$ cat src/rtl/t9990_reg_pkg.sv
// Register-field encodings and scan FSM states shared by the blitter address path.
// Latency: none (definitions only).
// Backpressure: not applicable.
package t9990_reg;

    typedef enum logic [1:0] {
        CLRM_2BPP  = 2'd0,
        CLRM_4BPP  = 2'd1,
        CLRM_8BPP  = 2'd2,
        CLRM_16BPP = 2'd3
    } clrm_e;

    typedef enum logic [1:0] {
        XIMM_256  = 2'd0,
        XIMM_512  = 2'd1,
        XIMM_1024 = 2'd2,
        XIMM_2048 = 2'd3
    } ximm_e;

    typedef enum logic [1:0] {
        ST_IDLE  = 2'd0,
        ST_RUN   = 2'd1,
        ST_DRAIN = 2'd2
    } state_e;

    // P1 layout always addresses a 1024-pixel-wide plane.
    localparam logic [4:0] P1_WIDTH_LOG2 = 5'd10;

    // log2 of the image width in pixels, before clipping to the X counter width.
    function automatic logic [4:0] width_log2(input logic [1:0] ximm, input logic p1);
        logic [4:0] lw;
        lw = 5'd8;
        if (p1) begin
            lw = P1_WIDTH_LOG2;
        end else begin
            case (ximm)
                XIMM_256:  lw = 5'd8;
                XIMM_512:  lw = 5'd9;
                XIMM_1024: lw = 5'd10;
                XIMM_2048: lw = 5'd11;
                default:   lw = 5'd8;
            endcase
        end
        return lw;
    endfunction

endpackage

$ cat src/rtl/t9990_blit_addr_map.sv
// Maps a pixel coordinate to a VRAM byte address and in-word pixel index.
// Latency: 1 cycle (registered output stage).
// Backpressure: loads only when en=1, otherwise holds; flush clears the stage.
module t9990_blit_addr_map
    import t9990_reg::*;
#(
    parameter int ADDR_W = 19,
    parameter int X_W    = 11,
    parameter int Y_W    = 12
) (
    input  logic              clk,
    input  logic              reset,
    input  logic              en,
    input  logic              flush,
    input  logic              in_vld,
    input  logic [X_W-1:0]    in_x,
    input  logic [Y_W-1:0]    in_y,
    input  logic              in_eol,
    input  logic              in_last,
    input  logic              p1,
    input  logic [1:0]        clrm,
    input  logic [4:0]        lw,
    output logic              out_vld,
    output logic [ADDR_W-1:0] out_addr,
    output logic [3:0]        out_pix,
    output logic              out_eol,
    output logic              out_last
);
    localparam int LIN_W = X_W + Y_W + 4;

    logic [LIN_W-1:0]  lin;
    logic [LIN_W-1:0]  byte_addr;
    logic [LIN_W-1:0]  p1_addr;
    logic [9:0]        xe;
    logic [9:0]        ye;
    logic [3:0]        pix_mask;
    logic              vld_d, vld_q;
    logic [ADDR_W-1:0] addr_d, addr_q;
    logic [3:0]        pix_d, pix_q;
    logic              eol_d, eol_q;
    logic              last_d, last_q;

    // Address arithmetic and next-state for the output register.
    always_comb begin
        xe = 10'(in_x);
        ye = 10'(in_y);

        // Linear pixel index, scaled by bpp/8 = 2^clrm / 4, then word aligned.
        lin       = (LIN_W'(in_y) << lw) + LIN_W'(in_x);
        byte_addr = (lin << clrm) >> 2;
        byte_addr[1:0] = 2'b00;

        p1_addr       = '0;
        p1_addr[18]   = xe[9];
        p1_addr[17:8] = ye[9:0];
        p1_addr[7:2]  = xe[8:3];

        // Pixels per 32-bit word is 32/bpp; the index is X modulo that.
        pix_mask = 4'hF;
        case (clrm)
            CLRM_2BPP:  pix_mask = 4'hF;
            CLRM_4BPP:  pix_mask = 4'h7;
            CLRM_8BPP:  pix_mask = 4'h3;
            CLRM_16BPP: pix_mask = 4'h1;
            default:    pix_mask = 4'hF;
        endcase

        vld_d  = vld_q;
        addr_d = addr_q;
        pix_d  = pix_q;
        eol_d  = eol_q;
        last_d = last_q;
        if (flush) begin
            vld_d  = 1'b0;
            addr_d = '0;
            pix_d  = '0;
            eol_d  = 1'b0;
            last_d = 1'b0;
        end else if (en) begin
            vld_d  = in_vld;
            addr_d = p1 ? ADDR_W'(p1_addr) : ADDR_W'(byte_addr);
            pix_d  = p1 ? {1'b0, xe[2:0]} : (xe[3:0] & pix_mask);
            eol_d  = in_eol;
            last_d = in_last;
        end
    end

    // Output stage register.
    always_ff @(posedge clk) begin
        if (reset) begin
            vld_q  <= 1'b0;
            addr_q <= '0;
            pix_q  <= '0;
            eol_q  <= 1'b0;
            last_q <= 1'b0;
        end else begin
            vld_q  <= vld_d;
            addr_q <= addr_d;
            pix_q  <= pix_d;
            eol_q  <= eol_d;
            last_q <= last_d;
        end
    end

    assign out_vld  = vld_q;
    assign out_addr = addr_q;
    assign out_pix  = pix_q;
    assign out_eol  = eol_q;
    assign out_last = last_q;

endmodule

$ cat src/rtl/t9990_blit_addr_gen.sv
// Blitter rectangle scanner: walks X-major over a NX*NY area and emits VRAM addresses.
// Latency: first beat 2 cycles after START, then one beat per cycle.
// Backpressure: whole pipeline stalls while OUT_VALID && !OUT_READY; outputs hold.
module t9990_blit_addr_gen
    import t9990_reg::*;
#(
    parameter int ADDR_W = 19,
    parameter int X_W    = 11,
    parameter int Y_W    = 12
) (
    input  logic              CLK,
    input  logic              RESET,
    input  logic              START,
    input  logic              ABORT,
    input  logic [X_W-1:0]    SX,
    input  logic [Y_W-1:0]    SY,
    input  logic [X_W-1:0]    NX,
    input  logic [Y_W-1:0]    NY,
    input  logic              DIX,
    input  logic              DIY,
    input  logic [1:0]        CLRM,
    input  logic [1:0]        XIMM,
    input  logic              P1,
    output logic              OUT_VALID,
    input  logic              OUT_READY,
    output logic [ADDR_W-1:0] ADDR,
    output logic [3:0]        PIX,
    output logic              EOL,
    output logic              LAST,
    output logic              BUSY
);
    state_e         state_q, state_d;
    logic [X_W-1:0] sx_q, sx_d, nx_m1_q, nx_m1_d, x_q, x_d, col_q, col_d;
    logic [Y_W-1:0] ny_m1_q, ny_m1_d, y_q, y_d, row_q, row_d;
    logic           dix_q, dix_d, diy_q, diy_d, p1_q, p1_d;
    logic [1:0]     clrm_q, clrm_d;
    logic [4:0]     lw_q, lw_d, lw_new;
    logic [X_W-1:0] mask_new, mask_cur;
    logic           c_vld_q, c_vld_d, c_eol_q, c_eol_d, c_last_q, c_last_d;
    logic [X_W-1:0] c_x_q, c_x_d;
    logic [Y_W-1:0] c_y_q, c_y_d;
    logic           advance, flush, row_end, scan_end;
    logic           out_vld, out_last;

    // Scan FSM, coordinate counters and the coordinate pipeline stage.
    always_comb begin
        lw_new = width_log2(XIMM, P1);
        if (lw_new > 5'(X_W)) lw_new = 5'(X_W);
        mask_new = {X_W{1'b1}} >> (5'(X_W) - lw_new);
        mask_cur = {X_W{1'b1}} >> (5'(X_W) - lw_q);

        advance  = !out_vld || OUT_READY;
        flush    = ABORT && (state_q != ST_IDLE);
        row_end  = (col_q == nx_m1_q);
        scan_end = row_end && (row_q == ny_m1_q);

        state_d  = state_q;
        sx_d     = sx_q;
        nx_m1_d  = nx_m1_q;
        ny_m1_d  = ny_m1_q;
        dix_d    = dix_q;
        diy_d    = diy_q;
        p1_d     = p1_q;
        clrm_d   = clrm_q;
        lw_d     = lw_q;
        x_d      = x_q;
        y_d      = y_q;
        col_d    = col_q;
        row_d    = row_q;
        c_vld_d  = c_vld_q;
        c_x_d    = c_x_q;
        c_y_d    = c_y_q;
        c_eol_d  = c_eol_q;
        c_last_d = c_last_q;

        // A consumed coordinate leaves a bubble unless RUN refills it below.
        if (advance) c_vld_d = 1'b0;

        case (state_q)
            ST_IDLE: begin
                if (START && !ABORT) begin
                    // Size 0 wraps to all-ones, i.e. the maximum count.
                    sx_d    = SX & mask_new;
                    nx_m1_d = NX - X_W'(1);
                    ny_m1_d = NY - Y_W'(1);
                    dix_d   = DIX;
                    diy_d   = DIY;
                    p1_d    = P1;
                    clrm_d  = CLRM;
                    lw_d    = lw_new;
                    x_d     = SX & mask_new;
                    y_d     = SY;
                    col_d   = '0;
                    row_d   = '0;
                    state_d = ST_RUN;
                end
            end
            ST_RUN: begin
                if (advance) begin
                    c_vld_d  = 1'b1;
                    c_x_d    = x_q;
                    c_y_d    = y_q;
                    c_eol_d  = row_end;
                    c_last_d = scan_end;
                    if (scan_end) begin
                        state_d = ST_DRAIN;
                    end else if (row_end) begin
                        col_d = '0;
                        row_d = row_q + Y_W'(1);
                        x_d   = sx_q;
                        y_d   = diy_q ? (y_q - Y_W'(1)) : (y_q + Y_W'(1));
                    end else begin
                        col_d = col_q + X_W'(1);
                        x_d   = (dix_q ? (x_q - X_W'(1)) : (x_q + X_W'(1))) & mask_cur;
                    end
                end
            end
            ST_DRAIN: begin
                if (out_vld && OUT_READY && out_last) state_d = ST_IDLE;
            end
            default: state_d = ST_IDLE;
        endcase

        if (flush) begin
            state_d = ST_IDLE;
            c_vld_d = 1'b0;
        end
    end

    // State, configuration and coordinate-stage registers.
    always_ff @(posedge CLK) begin
        if (RESET) begin
            state_q  <= ST_IDLE;
            sx_q     <= '0;
            nx_m1_q  <= '0;
            ny_m1_q  <= '0;
            dix_q    <= 1'b0;
            diy_q    <= 1'b0;
            p1_q     <= 1'b0;
            clrm_q   <= '0;
            lw_q     <= 5'd8;
            x_q      <= '0;
            y_q      <= '0;
            col_q    <= '0;
            row_q    <= '0;
            c_vld_q  <= 1'b0;
            c_x_q    <= '0;
            c_y_q    <= '0;
            c_eol_q  <= 1'b0;
            c_last_q <= 1'b0;
        end else begin
            state_q  <= state_d;
            sx_q     <= sx_d;
            nx_m1_q  <= nx_m1_d;
            ny_m1_q  <= ny_m1_d;
            dix_q    <= dix_d;
            diy_q    <= diy_d;
            p1_q     <= p1_d;
            clrm_q   <= clrm_d;
            lw_q     <= lw_d;
            x_q      <= x_d;
            y_q      <= y_d;
            col_q    <= col_d;
            row_q    <= row_d;
            c_vld_q  <= c_vld_d;
            c_x_q    <= c_x_d;
            c_y_q    <= c_y_d;
            c_eol_q  <= c_eol_d;
            c_last_q <= c_last_d;
        end
    end

    t9990_blit_addr_map #(
        .ADDR_W (ADDR_W),
        .X_W    (X_W),
        .Y_W    (Y_W)
    ) u_map (
        .clk      (CLK),
        .reset    (RESET),
        .en       (advance),
        .flush    (flush),
        .in_vld   (c_vld_q),
        .in_x     (c_x_q),
        .in_y     (c_y_q),
        .in_eol   (c_eol_q),
        .in_last  (c_last_q),
        .p1       (p1_q),
        .clrm     (clrm_q),
        .lw       (lw_q),
        .out_vld  (out_vld),
        .out_addr (ADDR),
        .out_pix  (PIX),
        .out_eol  (EOL),
        .out_last (out_last)
    );

    assign OUT_VALID = out_vld;
    assign LAST      = out_last;
    assign BUSY      = (state_q != ST_IDLE);

endmodule
$ cat config.mk
export PLATFORM = sky130hd
export DESIGN_NAME = t9990_blit_addr_gen
export DESIGN_NICKNAME = d
export VERILOG_FILES = /design/src/rtl/t9990_reg_pkg.sv /design/src/rtl/t9990_blit_addr_map.sv /design/src/rtl/t9990_blit_addr_gen.sv
export SDC_FILE = /design/constraint.sdc
export NUM_CORES = 1
export LEC_CHECK = 0
export BUFFER_PORTS_ARGS = -buffer_cell sky130_fd_sc_hd__buf_2
export CAP_MARGIN = 15
export CORE_UTILIZATION = 62
export CTS_BUF_LIST = sky130_fd_sc_hd__clkbuf_4 sky130_fd_sc_hd__clkbuf_8
export DETAILED_ROUTE_END_ITERATION = 10
export GPL_TIMING_DRIVEN = 0
export PLACE_DENSITY = 0.87
export SETUP_SLACK_MARGIN = 0.3
export SKIP_CTS_REPAIR_TIMING = 1
export SYNTH_ARGS = -nofsm -noshare
export SYNTH_HDL_FRONTEND = slang
export SYNTH_HIERARCHICAL = 1
export SYNTH_SLANG_ARGS = --single-unit
$ cat constraint.sdc
create_clock -name CLK -period 9.9 [get_ports CLK]
set_clock_uncertainty 0.05 [all_clocks]
set_input_delay 0.495 -clock CLK [delete_from_list [all_inputs] [get_ports CLK]]
set_output_delay 0.495 -clock CLK [all_outputs]
set_load 0.1 [all_outputs]
==> results by stage <==
Logic synthesis:
- The sequential share of the synthesized area is 0.3075.
- The number of different library cells in the post-synthesis netlist is 80.
- The number of standard cells after synthesis is 1150.
- The post-synthesis compound-gate area fraction is 0.2114.
- The share of synthesized area in the top cell type comes to 0.3075.
- The average instance in the mapped netlist occupies 7.868 µm².
- The mapped netlist covers 9049 µm².
- Of the total synthesized cell area, the portion taken by XOR and XNOR cells is 0.08614.
- Yosys attributes the largest share of cell area to sky130_fd_sc_hd__dfxtp_1, sky130_fd_sc_hd__nand2_1, sky130_fd_sc_hd__a21oi_1, sky130_fd_sc_hd__nor2_1, sky130_fd_sc_hd__ha_1.
- The number of synthesized flops with an enable pin is 0.
- The predominant post-synthesis flop cell is sky130_fd_sc_hd__dfxtp_1.
- After synthesis, the share of flip-flops with an asynchronous set or reset is 0.
- The combinational family with the most area after synthesis is simple AND/OR/NAND/NOR gates.
- The post-synthesis share of cell area spent on full adders, half adders and majority gates is 0.05227.
- The multiplexer share of the synthesized area is 0.05489.
- Of the total synthesized cell area, the portion taken by AND, OR, NAND and NOR gates is 0.2463.
- Summed over all instances, the cell type with the most area after synthesis is sky130_fd_sc_hd__dfxtp_1.
- The number of synthesis warnings is 6.
- The register bit total from synthesis is 139.

Floorplanning:
- Pin placement for this block handled 85 I/O pins.
- The die outline area is 15080 µm².
- The core area is 14040 µm².
- The initial utilization of the core area, before any placement, comes to 0.6444.
- The number of standard-cell rows in the floorplan is 43.
- Measured along the y axis, the die boundary spans 122.8 µm.
- The floorplan step set the die width to 122.8 µm.

Clock tree:
- The clock input transition at the sequential cells of the worst setup and hold paths is 90 ps.
- The clock drives 139 sinks.
- CTS placed an instance of sky130_fd_sc_hd__clkbuf_8 at the clock tree root.
- The number of buffers created by CTS is 17.
- The clock tree from TritonCTS is built.
- The longest clock path from root to sink contains 2 buffers.
- The clock latency reported for the late side of the worst-skew pair is 470 ps.
- The H-tree was split into 4 levels.

Worst setup path:
- The largest single stage delay on the critical path is 560 ps.
- Among cell families on the critical path, the largest total delay comes from compound AO/OA/AOI/OAI gates.
- Of all nets on the critical path, the largest fanout is 10.
- Data arrives at the worst endpoint at 4410 ps.
- The startpoint of the lowest-slack register-to-register path is lw_q[1]$_SDFFE_PP0P_.
- The critical path is of the reg2reg type.
- The startpoint type of the worst setup path is a flop.
- The critical path starts at lw_q[1]$_SDFFE_PP0P_.
- Data on the critical path is required at its endpoint by 10200 ps.
- The sum of buffers and inverters on the critical path is 2.
- Walking the worst path, the cells encountered are buf_2 -> buf_2 -> mux2i_1 -> a22oi_1 -> nor2_1 -> ha_1 -> o21ai_0 -> a21oi_1 -> nor2_1 -> a21o_1 -> nor4_4 -> xnor2_1 -> mux2i_1 -> a31oi_1 -> o22ai_1.
- On the critical path, the stage with the largest delay is an instance of sky130_fd_sc_hd__dfxtp_1.
- The worst setup path is captured at a flop.

Min path:
- The start point of the worst min-delay path is ABORT.
- The path class of the tightest hold or removal check is in2reg.

STA:
- On the final layout, the worst hold slack is 178.6 ps.
- The count of pins over their slew limit came to 0.
- The worst max-slew margin expressed relative to the limit is 0.2974.
- Setup violations remaining at the end of the flow were counted as 0.
- The final hold violation count is 0.
- Static timing analysis puts the maximum clock frequency at 0.2431 GHz.
- The total negative setup slack is 0 ps.
- Setup repair after global routing left no endpoint under its margin.
- The post-route minimum period is 4114 ps.
- At the pin with the least slew margin, the transition time is 1044 ps.
- The post-route clock period utilization is 0.4155.

Power:
- IR analysis of the VDD net gives a maximum drop of 121.5 µV.
- The analysis attributes to cell leakage a power of 0.004099 µW.
- In this run the power density over the cells is 137.4 nW/µm².
- The net switching power of the design is 470.7 µW.
- Of the total power, combinational logic draws 0.222.
- The share of power burned in the clock network is 0.333.
- Of the total power, the share spent switching nets is 0.3383.
- Of the total power, registers draw 0.445.
- The internal portion of the total power is 920.7 µW.
- Summing internal, switching and leakage power gives 1391 µW.

Detailed routing:
- The number of vias after detailed routing is 9163.
- The first routing iteration left 1063 violations.
- The number of antenna-violating nets in the routed design is 0.
- For this run, design rule violations remaining after detail routing come to 0.
- After detailed routing, the number of vias per cell comes to 6.285.
- The first TritonRoute pass finished after 6 iterations.
- The routed length per placed instance is 18.24 µm.
- Summed over all layers, the routed wires come to 26.60 mm.

Finish:
- The number of inserted diodes is 0.
- The filler cells instantiated in the layout total 1162.
- The summed area of non-filler cells in the final layout is 10130 µm².
- The final net count is 1360.
- The area growth from synthesis to layout is 11.93%.
- The ratio of cells with drive above 1 in the final layout is 0.1197.
- Once layout is complete, the cells apart from fillers number 1458.

Global routing:
- Entering global routing, the biggest net connects 17 pins.
- The number of antenna violations at the first check in global routing was 2.
- Across every metal layer, demand over resource in global routing totals 0.3653.
- The first global-routing pass estimated 42.49 mm of wire.
- The aggregate global routing overflow is 0.
- The via count of the first global-routing pass was 8413.

Placed design:
- The total of buffers placed on input and output ports is 82.
- The wire-length estimate of the detail-placed layout is 20.40 mm.
- Routability-driven placement finished with a final weighted congestion of 0.9938.
- The placed standard-cell area is 9741 µm².
- The number of placed instances, taps included is 1427.

Run:
- Across the run, the number of max-cap violations was 0.

Status:
- The flow ran to the end, and the final reports show no timing, DRC or antenna violations.
flip-flops by register name (all words and copies together), names as in the netlist, 2 cells and up, named ones only:
name,count
nx_m1_q,11
clrm_q,2
row_q,12
state_q,2
c_y_q,12
sx_q,11
col_q,11
lw_q,2
y_q,12
x_q,11
u_map/out_pix,4
ny_m1_q,12
c_x_q,11
u_map/out_addr,17
power groups by stage:
stage | logic (µW) | clock network (µW) | registers [µW]
floorplan | 193 | 0 | 652
global placement | 291 | 0 | 630
detailed placement | 297 | 0 | 631
CTS | 299 | 465 | 618
global route | 334 | 491 | 623
finish | 309 | 463 | 619
logic make-up (layout without fill, tap and decap cells):
logic type | after synthesis | in the layout
and+or+nand+nor | 465 | 465
adders and majority gates | 36 | 36
xor gates and xnor gates | 89 | 89
buffers and inverters | 83 | 196
muxes | 41 | 41
other | 3 | 18
DFF | 139 | 139
AOI/OAI and AO/OA | 294 | 294
cell type report:
cell class              count  area (µm²)  area share
clock inverters            13       140.1     0.01384
multi-input cells         943        5958      0.5883
flip-flops and latches    139        2783      0.2747
well taps                 180       225.2     0.02224
repair buffers             82       410.4     0.04052
plain buffers              63       289.0     0.02854
clock buffers              18       247.7     0.02446
inverters                  20       75.07    0.007412
cell usage after synthesis, drive strengths merged, types with 6 or more instances:
master,count
nand2,165
dfxtp,139
nor2,121
a21oi,106
xor2,46
xnor2,43
clkbuf,42
o21ai,39
a211oi,36
nand3,35
ha,33
mux2i,29
nor3,26
buf,21
inv,19
a31oi,16
and3,15
nand4,15
nor2b,13
nor4,13
a21o,12
nand2b,12
o211ai,12
a311oi,11
o31ai,9
nand3b,8
nor3b,7
a22oi,6
mux2,6
mux4,6
or3,6
cells in the final DEF, fill, tap and decap left out, types with 19 or more instances in the layout:
| cell type | instances |
|---|---|
| sky130_fd_sc_hd__a211oi_1 | 36 |
| sky130_fd_sc_hd__inv_1 | 19 |
| sky130_fd_sc_hd__o21ai_0 | 37 |
| sky130_fd_sc_hd__xnor2_1 | 43 |
| sky130_fd_sc_hd__dfxtp_1 | 139 |
| sky130_fd_sc_hd__a21oi_1 | 105 |
| sky130_fd_sc_hd__nand3_1 | 35 |
| sky130_fd_sc_hd__clkbuf_1 | 42 |
| sky130_fd_sc_hd__nand2_1 | 165 |
| sky130_fd_sc_hd__xor2_1 | 46 |
| sky130_fd_sc_hd__ha_1 | 33 |
| sky130_fd_sc_hd__buf_2 | 88 |
| sky130_fd_sc_hd__mux2i_1 | 29 |
| sky130_fd_sc_hd__nor2_1 | 120 |
| sky130_fd_sc_hd__nor3_1 | 26 |
routing by layer:
layer  track usage  vias to the layer above  wire length [µm]
met4        0.1616                        4              1067
met2        0.5860                      478             12240
met3       0.08597                       99              2095
li1              -                     4374                 -
met5             0                        -                20
met1        0.4654                     4208             11170
stage by stage:
step                      worst slack, ps    util
final                                5786  0.7213
after CTS                            5915  0.7213
after detailed placement             5960  0.6937
after global placement               5941  0.6937
after global routing                 5539  0.7213
after floorplan                      6783       -
path summary, 6_finish.rpt:
check                                     to  slack, ps  cells past startpoint
max          u_map/out_addr[17]$_SDFFE_PP0P_       5790                     15
min reg2reg            c_last_q$_SDFFE_PP0P_        410                      2
min                  state_q[1]$_SDFFE_PP0P_        180                      2
max reg2reg  u_map/out_addr[17]$_SDFFE_PP0P_       5790                     15
No activity file was read; power rests on OpenSTA's default activity.
